===== src/rtl/colscan_pkg.sv =====
// Shared definitions for collision_scan_mux: FSM state encodings and the
// MSB-first column-to-row-bit mapping used by the footprint scan.
package colscan_pkg;

  localparam logic [1:0] COLSCAN_IDLE = 2'd0;
  localparam logic [1:0] COLSCAN_SCAN = 2'd1;
  localparam logic [1:0] COLSCAN_DONE = 2'd2;

  typedef enum logic [1:0] {
    ST_IDLE = COLSCAN_IDLE,
    ST_SCAN = COLSCAN_SCAN,
    ST_DONE = COLSCAN_DONE
  } colscan_state_t;

  typedef struct packed {
    logic        valid;
    logic [15:0] idx;
  } colscan_bit_t;

  // Column c maps to row bit (data_width-1-c); columns past the row read as invalid.
  function automatic colscan_bit_t colscan_col_to_bit(input logic [15:0] col,
                                                     input logic [15:0] data_width);
    colscan_bit_t r;
    r.valid = (col < data_width);
    r.idx   = r.valid ? (data_width - 16'd1 - col) : 16'd0;
    return r;
  endfunction

endpackage


===== src/rtl/colscan_lane_select.sv =====
// Combinational extraction of one lane row from the flat lane bus.
// Lanes at or beyond NUM_LANES read as an all-zero row.
module colscan_lane_select #(
  parameter int NUM_LANES      = 8,
  parameter int DATAWIDTH_DATA = 16,
  parameter int DATAWIDTH_LANE = 3
) (
  input  logic [NUM_LANES*DATAWIDTH_DATA-1:0] i_data,
  input  logic [DATAWIDTH_LANE-1:0]           i_lane,
  output logic [DATAWIDTH_DATA-1:0]           o_row
);

  always_comb begin
    o_row = '0;
    for (int l = 0; l < NUM_LANES; l++) begin
      if (int'(i_lane) == l) o_row = i_data[l*DATAWIDTH_DATA +: DATAWIDTH_DATA];
    end
  end

endmodule


===== src/rtl/collision_scan_mux.sv =====
// Sequenced collision sampler: captures one lane row on Start, scans the player
// footprint one column per cycle, reports a held result plus a sticky flag.
// Optional saturating hit counter is enabled by defining COLSCAN_HITCOUNT_EN.
module collision_scan_mux
  import colscan_pkg::*;
#(
  parameter int DATAWIDTH_SELECTOR = 4,
  parameter int DATAWIDTH_DATA     = 16,
  parameter int NUM_LANES          = 8,
  parameter int DATAWIDTH_LANE     = 3,
  parameter int FROG_WIDTH         = 2,
  parameter int HITCOUNT_WIDTH     = 8
) (
  input  logic                                Colscan_CLOCK_50,
  input  logic                                Colscan_RESET_InLow,
  input  logic                                Colscan_Start_Bit_In,
  input  logic [DATAWIDTH_LANE-1:0]           Colscan_Lane_Bus_In,
  input  logic [DATAWIDTH_SELECTOR-1:0]       Colscan_Column_Bus_In,
  input  logic [NUM_LANES*DATAWIDTH_DATA-1:0] Colscan_Data_Bus_In,
  input  logic                                Colscan_Clear_Bit_In,
  output logic                                Colscan_Busy_Bit_Out,
  output logic                                Colscan_Valid_Bit_Out,
  output logic                                Colscan_Z_Bit_Out,
  output logic                                Colscan_Sticky_Bit_Out,
`ifdef COLSCAN_HITCOUNT_EN
  output logic [HITCOUNT_WIDTH-1:0]           Colscan_HitCount_Bus_Out,
`endif
  output colscan_state_t                      o_dbg_state
);

  // Handshake: Start is sampled only while Busy is low; Valid pulses for exactly
  // one cycle per completed scan, with Z and Sticky already updated in that cycle.

  if (DATAWIDTH_DATA > (1 << DATAWIDTH_SELECTOR) || FROG_WIDTH < 1 || HITCOUNT_WIDTH < 1)
  begin : g_bad_params
    $error("collision_scan_mux: illegal parameter combination");
  end

  colscan_state_t              r_state;
  logic [DATAWIDTH_DATA-1:0]   r_row;
  logic [DATAWIDTH_SELECTOR-1:0] r_col;
  logic [15:0]                 r_offset;
  logic                        r_busy;
  logic                        r_valid;
  logic                        r_z;
  logic                        r_sticky;

  logic [DATAWIDTH_DATA-1:0]   w_lane_row;
  logic [15:0]                 w_col_sum;
  colscan_bit_t                w_bit;
  logic                        w_hit;
  logic                        w_last;
  logic                        w_scan_hit;
  logic                        w_set;

  colscan_lane_select #(
    .NUM_LANES      (NUM_LANES),
    .DATAWIDTH_DATA (DATAWIDTH_DATA),
    .DATAWIDTH_LANE (DATAWIDTH_LANE)
  ) u_lane_select (
    .i_data (Colscan_Data_Bus_In),
    .i_lane (Colscan_Lane_Bus_In),
    .o_row  (w_lane_row)
  );

  assign w_col_sum = 16'(r_col) + r_offset;
  assign w_bit     = colscan_col_to_bit(w_col_sum, 16'(DATAWIDTH_DATA));
  assign w_last    = (r_offset == 16'(FROG_WIDTH - 1));

  always_comb begin
    w_hit = 1'b0;
    for (int b = 0; b < DATAWIDTH_DATA; b++) begin
      if (w_bit.valid && int'(w_bit.idx) == b) w_hit = r_row[b];
    end
  end

  // A hit holds "set" both on the edge entering DONE and across the DONE cycle,
  // so a Clear landing in either cycle of a hitting scan loses to the hit.
  assign w_scan_hit = (r_state == ST_SCAN) && w_hit;
  assign w_set      = w_scan_hit || ((r_state == ST_DONE) && r_z);

  always_ff @(posedge Colscan_CLOCK_50) begin
    if (!Colscan_RESET_InLow) begin
      r_state  <= ST_IDLE;
      r_row    <= '0;
      r_col    <= '0;
      r_offset <= '0;
      r_busy   <= 1'b0;
      r_valid  <= 1'b0;
      r_z      <= 1'b0;
      r_sticky <= 1'b0;
    end else begin
      r_valid <= 1'b0;
      case (r_state)
        ST_IDLE: begin
          if (Colscan_Start_Bit_In) begin
            r_row    <= w_lane_row;
            r_col    <= Colscan_Column_Bus_In;
            r_offset <= '0;
            r_busy   <= 1'b1;
            r_state  <= ST_SCAN;
          end
        end
        ST_SCAN: begin
          if (w_hit || w_last) begin
            r_z     <= w_hit;
            r_valid <= 1'b1;
            r_state <= ST_DONE;
          end else begin
            r_offset <= r_offset + 16'd1;
          end
        end
        ST_DONE: begin
          r_busy  <= 1'b0;
          r_state <= ST_IDLE;
        end
        default: begin
          r_busy  <= 1'b0;
          r_state <= ST_IDLE;
        end
      endcase

      if (w_set) r_sticky <= 1'b1;
      else if (Colscan_Clear_Bit_In) r_sticky <= 1'b0;
    end
  end

`ifdef COLSCAN_HITCOUNT_EN
  logic [HITCOUNT_WIDTH-1:0] r_hitcount;

  always_ff @(posedge Colscan_CLOCK_50) begin
    if (!Colscan_RESET_InLow) begin
      r_hitcount <= '0;
    end else if (w_scan_hit) begin
      if (Colscan_Clear_Bit_In)  r_hitcount <= HITCOUNT_WIDTH'(1);
      else if (r_hitcount != '1) r_hitcount <= r_hitcount + HITCOUNT_WIDTH'(1);
    end else if (Colscan_Clear_Bit_In) begin
      r_hitcount <= w_set ? HITCOUNT_WIDTH'(1) : '0;
    end
  end

  assign Colscan_HitCount_Bus_Out = r_hitcount;
`endif

  assign Colscan_Busy_Bit_Out   = r_busy;
  assign Colscan_Valid_Bit_Out  = r_valid;
  assign Colscan_Z_Bit_Out      = r_z;
  assign Colscan_Sticky_Bit_Out = r_sticky;
  assign o_dbg_state            = r_state;

endmodule


===== config.mk =====
export PLATFORM = sky130hd
export DESIGN_NAME = collision_scan_mux
export DESIGN_NICKNAME = d
export VERILOG_FILES = /design/src/rtl/colscan_pkg.sv /design/src/rtl/colscan_lane_select.sv /design/src/rtl/collision_scan_mux.sv
export SDC_FILE = /design/constraint.sdc
export NUM_CORES = 1
export LEC_CHECK = 0
export BUFFER_PORTS_ARGS = -buffer_cell sky130_fd_sc_hd__buf_2
export CORE_ASPECT_RATIO = 0.8
export CORE_MARGIN = 2
export CORE_UTILIZATION = 28
export DETAILED_ROUTE_END_ITERATION = 10
export SKIP_CTS_REPAIR_TIMING = 1
export SLEW_MARGIN = 20
export SYNTH_ARGS = -nofsm -noshare
export SYNTH_HDL_FRONTEND = slang
export SYNTH_SLANG_ARGS = --single-unit

===== constraint.sdc =====
create_clock -name Colscan_CLOCK_50 -period 8.2 [get_ports Colscan_CLOCK_50]
set_input_delay 2.46 -clock Colscan_CLOCK_50 [delete_from_list [all_inputs] [get_ports Colscan_CLOCK_50]]
set_output_delay 2.46 -clock Colscan_CLOCK_50 [all_outputs]
set_load 0.005 [all_outputs]

---- Word level (Yosys, flattened, before mapping) ----
Index checks and enable logic that the tools add are counted.
storage, ports and cells
  output and inout bits ................... 6
  register bits ........................... 42
  input bits .............................. 139
operators by class
  bitwise operators ....................... 1
  add/sub/neg operators ................... 3
  equality and inequality tests ........... 28
  reductions and logical operators ........ 31
  muxes and demuxes ....................... 36
  $lt $le $gt $ge ......................... 1
operators by type and width
  kind                                                          number
  two-way mux 16 bit                                            11
  == test 16 x 5 -> 1 bit (second input constant)               8
  == test 16 x 4 -> 1 bit (second input constant)               4
  == test 16 x 3 -> 1 bit (second input constant)               2
  case mux 16 bit (2 select lines)                              1
  two-way mux 1 bit                                             20
  logical AND 1 bit                                             18
  adder 16 x 1 -> 16 bit (second input constant)                1
  adder 4 x 16 -> 16 bit                                        1
  == test 16 x 1 -> 1 bit (second input constant)               1
  == test 16 x 2 -> 1 bit (second input constant)               1
  logical NOT 16 bit                                            1
  less-than comparator 16 x 5 -> 1 bit (second input constant)  1
  subtractor 4 x 16 -> 16 bit (first input constant)            1
  == test 3 bit (second input constant)                         4
  AND reduction 2 bit                                           5
  == test 3 x 2 -> 1 bit (second input constant)                2
  two-way mux 2 bit                                             2
  != test 2 bit (second input constant)                         2
  case mux 2 bit (2 select lines)                               1
  nonzero test 2 bit                                            2
  == test 3 x 1 -> 1 bit (second input constant)                1
  logical NOT 3 bit                                             1
  AND reduction 3 bit                                           1
  other kinds (7)                                               8

---- Longest topological paths before layout ----
  word-level depth ........................ 24
  mapped depth ............................ 15
  mapped depth without buffers ............ 13

---- Hierarchy ----
Synthesis repeated with hierarchy kept, for this count alone.
second synthesis, totals
  cells, all modules ...................... 541
  area total of the unflattened synthesis .. 4171.5 um^2
by module, submodules not included
  module               sequential area each (um^2)  area an instance (um^2)  instances  cells each
  collision_scan_mux   840.8                        2808.9                   1          352
  colscan_lane_select  0.0                          1362.6                   1          189

---- Worst setup path after synthesis ----
Ideal clock, no wire load.
  path type ............................... input -> register
  from .................................... input Colscan_Lane_Bus_In[0]
  to ...................................... register r_row[0]
  stages on the path ...................... 5
  setup slack ............................. 3930 ps
  buffers on the path ..................... 2
  data arrival time ....................... 4133 ps
  path through ............................ clkbuf_1 > buf_1 > mux4_2 > mux2i_1 > a211oi_1
between the ends
  longest elaborated chain between the ends .. 9
  elaborated cells between the ends (all ways) .. 16
  those cells by class .................... eq/ne: 7; mux: 8; reduce/logical: 1
ends and longest elaborated chain
  item                             RTL line                   text
  from (decl)                      collision_scan_mux.sv:17   input logic [DATAWIDTH_LANE-1:0] Colscan_Lane_Bus_In,
  logical NOT 3 bit                colscan_lane_select.sv:16  if (int'(i_lane) == l) o_row = i_data[l*DATAWIDTH_DATA +: DATAWIDTH_DATA];
  two-way mux 16 bit (7 in a row)  colscan_lane_select.sv:16
  two-way mux 16 bit *             colscan_lane_select.sv:16
  to (signal assigned)             collision_scan_mux.sv:97   r_row <= w_lane_row;
  to (decl)                        collision_scan_mux.sv:40   logic [DATAWIDTH_DATA-1:0] r_row;
Every way passes the cells marked *; elsewhere a longest branch is shown, timed or not.
A chain may end at the register's enable or synchronous reset.

---- Worst setup path after layout ----
  from .................................... register r_offset[0]
  to ...................................... register r_offset[12]
between the ends
  longest elaborated chain between the ends .. 24
  elaborated cells between the ends (all ways) .. 59
  those cells by class .................... add/sub: 3; order compare: 1; eq/ne: 17; mux: 19; reduce/logical: 19
ends and longest elaborated chain
  item                                                                                 RTL line                              text
  from (decl)                                                                          collision_scan_mux.sv:42              logic [15:0] r_offset;
  from (signal assigned)                                                               collision_scan_mux.sv:110             r_offset <= r_offset + 16'd1;
  adder 4 x 16 -> 16 bit                                                               collision_scan_mux.sv:66              assign w_col_sum = 16'(r_col) + r_offset;
  subtractor 4 x 16 -> 16 bit or less-than comparator 16 x 5 -> 1 bit (tied branches)  colscan_pkg.sv:25, colscan_pkg.sv:24
  two-way mux 16 bit                                                                   colscan_pkg.sv:25                     r.idx = r.valid ? (data_width - 16'd1 - col) : 16'd0;
  logical NOT 16 bit                                                                   collision_scan_mux.sv:73              if (w_bit.valid && int'(w_bit.idx) == b) w_hit = r_row[b];
  logical AND 1 bit                                                                    collision_scan_mux.sv:73
  two-way mux 1 bit (16 in a row)                                                      collision_scan_mux.sv:73
  logical OR 1 bit                                                                     collision_scan_mux.sv:105             if (w_hit || w_last) begin
  != test 2 bit (no source line)                                                       -
  AND reduction 3 bit (no source line)                                                 -
Several ways; a longest one is shown, not always the timed one. The select of a mux whose other input is x is not followed.

==> impl_results.md <==
- Flops & latches, synth: 42
- Pwr per Cell Area: about 150 nW/um^2
- Post-route cell area: ~4600 sq um
- Crit-path slowest cell: xor2_1
- Top cell type's share of synthesized area: 23.0%
- Mapped Cells: just under 400
- Achievable Freq: about 0.23 GHz
- Synthesized area per cell: between 9 and 10 sq um
- CP Class: reg2reg
- Root buffer cell: clkbuf_16
- Post-Syn Area: 3650 sq um
- Most used DFF post-synth: dfxtp_1
- TNS Setup: 0 ns
- FF-to-FF End: r_offset[12]$_SDFFE_PN0P_
- Iter 0 DRT Violations: approximately 200
- Netlist cell types: between 60 and 70
- Crit end category: flip-flop
- Arr. time, crit path: between 4 and 5 ns
- Total power: 0.679 mW
- Worst vdd ir: around 0.1 mV
- Vias: 3654
- Core Region: about 13000 sq um
- Element type at the critical path start: flip-flop
- # diodes: 0
- Worst reg-to-reg path cell count: 11
- Share of the yosys chip area belonging to registers: between 20% and 30%
- Ys async rst share: 0%
- Final hold slack: around 0.47 ns
- End of the critical path: r_offset[12]$_SDFFE_PN0P_
- Clock Latency Late Sink: around 0.30 ns
- Final HPWL from detailed placement: between 8 and 9 mm
- Commonest cells after routing, fill and taps aside: buf_2, dfxtp_1, nand2_1, nor2_1, mux4_2
- Antenna violations before repair: 0
- Total CTS buffers: 5
- CTS tree: done
- Final setup vio count: 0
- Placed cell count: a little under 700
- Starting Density: ~29%
- CP Max Fanout: 22
- Via-to-Cell Ratio: 5.28
- TritonRoute pass-1 iters: 4
- Layout Skew: between 0.005 and 0.006 ns
- Largest net degree at the start of global routing: 45
- Clock transition at the registers of the reported paths: 0.06 ns
- Vias in the first global route: 3607
- Worst hold path type: reg2reg
- Pre-CTS setup slack: approximately 3.9 ns
- Worst r2r src: r_offset[0]$_SDFFE_PN0P_
- EDFF count, synth: 0
- Yosys warnings: 0
- Die area: roughly 14000 sq um
- Worst EP required: around 8.4 ns
- Clk sinks: between 40 and 50
- Num rows: 37
- Slew @ Worst Pin: around 0.95 ns
- CTS max path bufs: 2
- Die Y: ~110 microns
- Tot GR Track Use: roughly 15%
- R2R Setup Slk: a little under 4 ns
- H-tree levels: 2
- Utilization after layout: between 30% and 40%
- Cell taking the most area after synthesis: dfxtp_1
- Final worst slack: 3.85 ns
- RSZ-0062 raised after global routing: no
- Max cap viols: 0
- Fin. Hold Viols: 0
- Final net count: 663
- Largest stage delay, worst path: roughly 0.77 ns
- I/O Buffers: around 140
- Total grt overflow: 0
- Final GP Congestion: between 0.9 and 1
- Status: finished, final reports clean
- DRC: 0
- Slew margin rel.: between 30 and 40%
- Area Growth Syn to Fin: 27.1%
- Critical-path cell list: ha_1 > fa_1 > xor2_1 > mux2i_1 > o32ai_2 > nor4b_2 > o211ai_2 > nor4_4 > a21o_2 > and2_1 > o32ai_1
- Placed inst area: 4450 sq um
- First-pass GRT wire length: around 18 mm
- IO Pins: around 150
- Post-Syn Nets: around 550
- Drt total wl: 10.5 mm
- Most common cell after layout, fill and taps aside: buf_2
- Antenna Nets Post-Route: 0
- Fin crit share: about 53%
- Tmin final: 4.35 ns
- Routed wire length per instance: ~15 microns
- Synth top area cells: dfxtp_1, mux4_2, mux2i_1
- Final Slew Violations: 0
- Leakage power total: approximately 1.9 nW
- CP startpoint: r_offset[0]$_SDFFE_PN0P_
- Layout cell share with drive strength beyond 1: slightly below 40%
- Die width: between 100 and 150 microns
- Final Non-Filler Cells: between 600 and 700
cells in the mapped netlist, drive strengths merged, types with 4 or more instances:
cell type,number
nand3,15
xor2,5
inv,9
a211oi,21
o21ai,10
ha,7
buf,17
a21o,4
nor4,5
o31ai,5
o2111ai,7
mux4,30
clkbuf,17
o211ai,7
dfxtp,42
nor2,34
nand4,7
and2,5
xnor2,8
nor3,6
mux2i,24
nand2,35
nand2b,4
a21oi,21
or3,14
registers in the layout (all words and copies together) (netlist names):
name	cells
Colscan_Z_Bit_Out	1
r_offset	16
Colscan_Valid_Bit_Out	1
o_dbg_state	2
r_col	4
Colscan_Sticky_Bit_Out	1
Colscan_Busy_Bit_Out	1
r_row	16
worst min-delay path by stage:
stage                                            from                                end  cells past startpoint
floorplan                       r_col[0]$_SDFFE_PN0P_              r_col[0]$_SDFFE_PN0P_                      2
global placement    Colscan_Busy_Bit_Out$_SDFFE_PN0P_  Colscan_Busy_Bit_Out$_SDFFE_PN0P_                      2
detailed placement              r_col[2]$_SDFFE_PN0P_              r_col[2]$_SDFFE_PN0P_                      2
CTS                             r_col[2]$_SDFFE_PN0P_              r_col[2]$_SDFFE_PN0P_                      2
global route                    r_col[2]$_SDFFE_PN0P_              r_col[2]$_SDFFE_PN0P_                      2
finish                          r_col[2]$_SDFFE_PN0P_              r_col[2]$_SDFFE_PN0P_                      2
cell type report:
| type | count | area, sq um |
|---|---|---|
| repair buffers | 145 | 731 |
| fillers | 1333 | 8180 |
| flip-flops and latches | 42 | 841 |
| well taps | 175 | 219 |
| clock buffers | 6 | 139 |
| inverters | 9 | 33.8 |
| clock inverters | 2 | 60.1 |
| multi-input cells | 313 | 2620 |
layer usage:
metal	routed length [microns]	share of wire, %	global-route usage (%)	vias up
met5	0	0	0	-
met4	127	1.2	3.88	0
met3	799	7.6	3.72	13
met2	4570	44	24.6	131
met1	4960	47	21.1	1728
li1	-	-	-	1782
cell families after synthesis:
kind of cell               share of synthesized area [%]
xor gates and xnor gates                            3.12
DFF                                                 23.0
adders and majority gates                           2.94
buffers and inverters                               5.20
muxes                                               25.4
AOI/OAI and AO/OA                                   20.8
and+or+nand+nor                                     19.5
worst max-delay path: cells and delay by family, from the launching register on:
| family | cells | cell delay, ns |
|---|---|---|
| AND/OR/NAND/NOR | 3 | 1.02 |
| flip-flops | 1 | 0.40 |
| AO/OA/AOI/OAI | 4 | 0.89 |
| adder cells (fa/ha/maj) | 2 | 0.71 |
| XOR/XNOR | 1 | 0.77 |
| multiplexers | 1 | 0.41 |
power by group:
| group | internal, mW | switching (mW) | total [mW] |
|---|---|---|---|
| Combinational | 0.0899 | 0.0932 | 0.183 |
| Clock | 0.183 | 0.0847 | 0.267 |
| Sequential | 0.218 | 0.00964 | 0.228 |
Power figures use the tool's default switching activity.
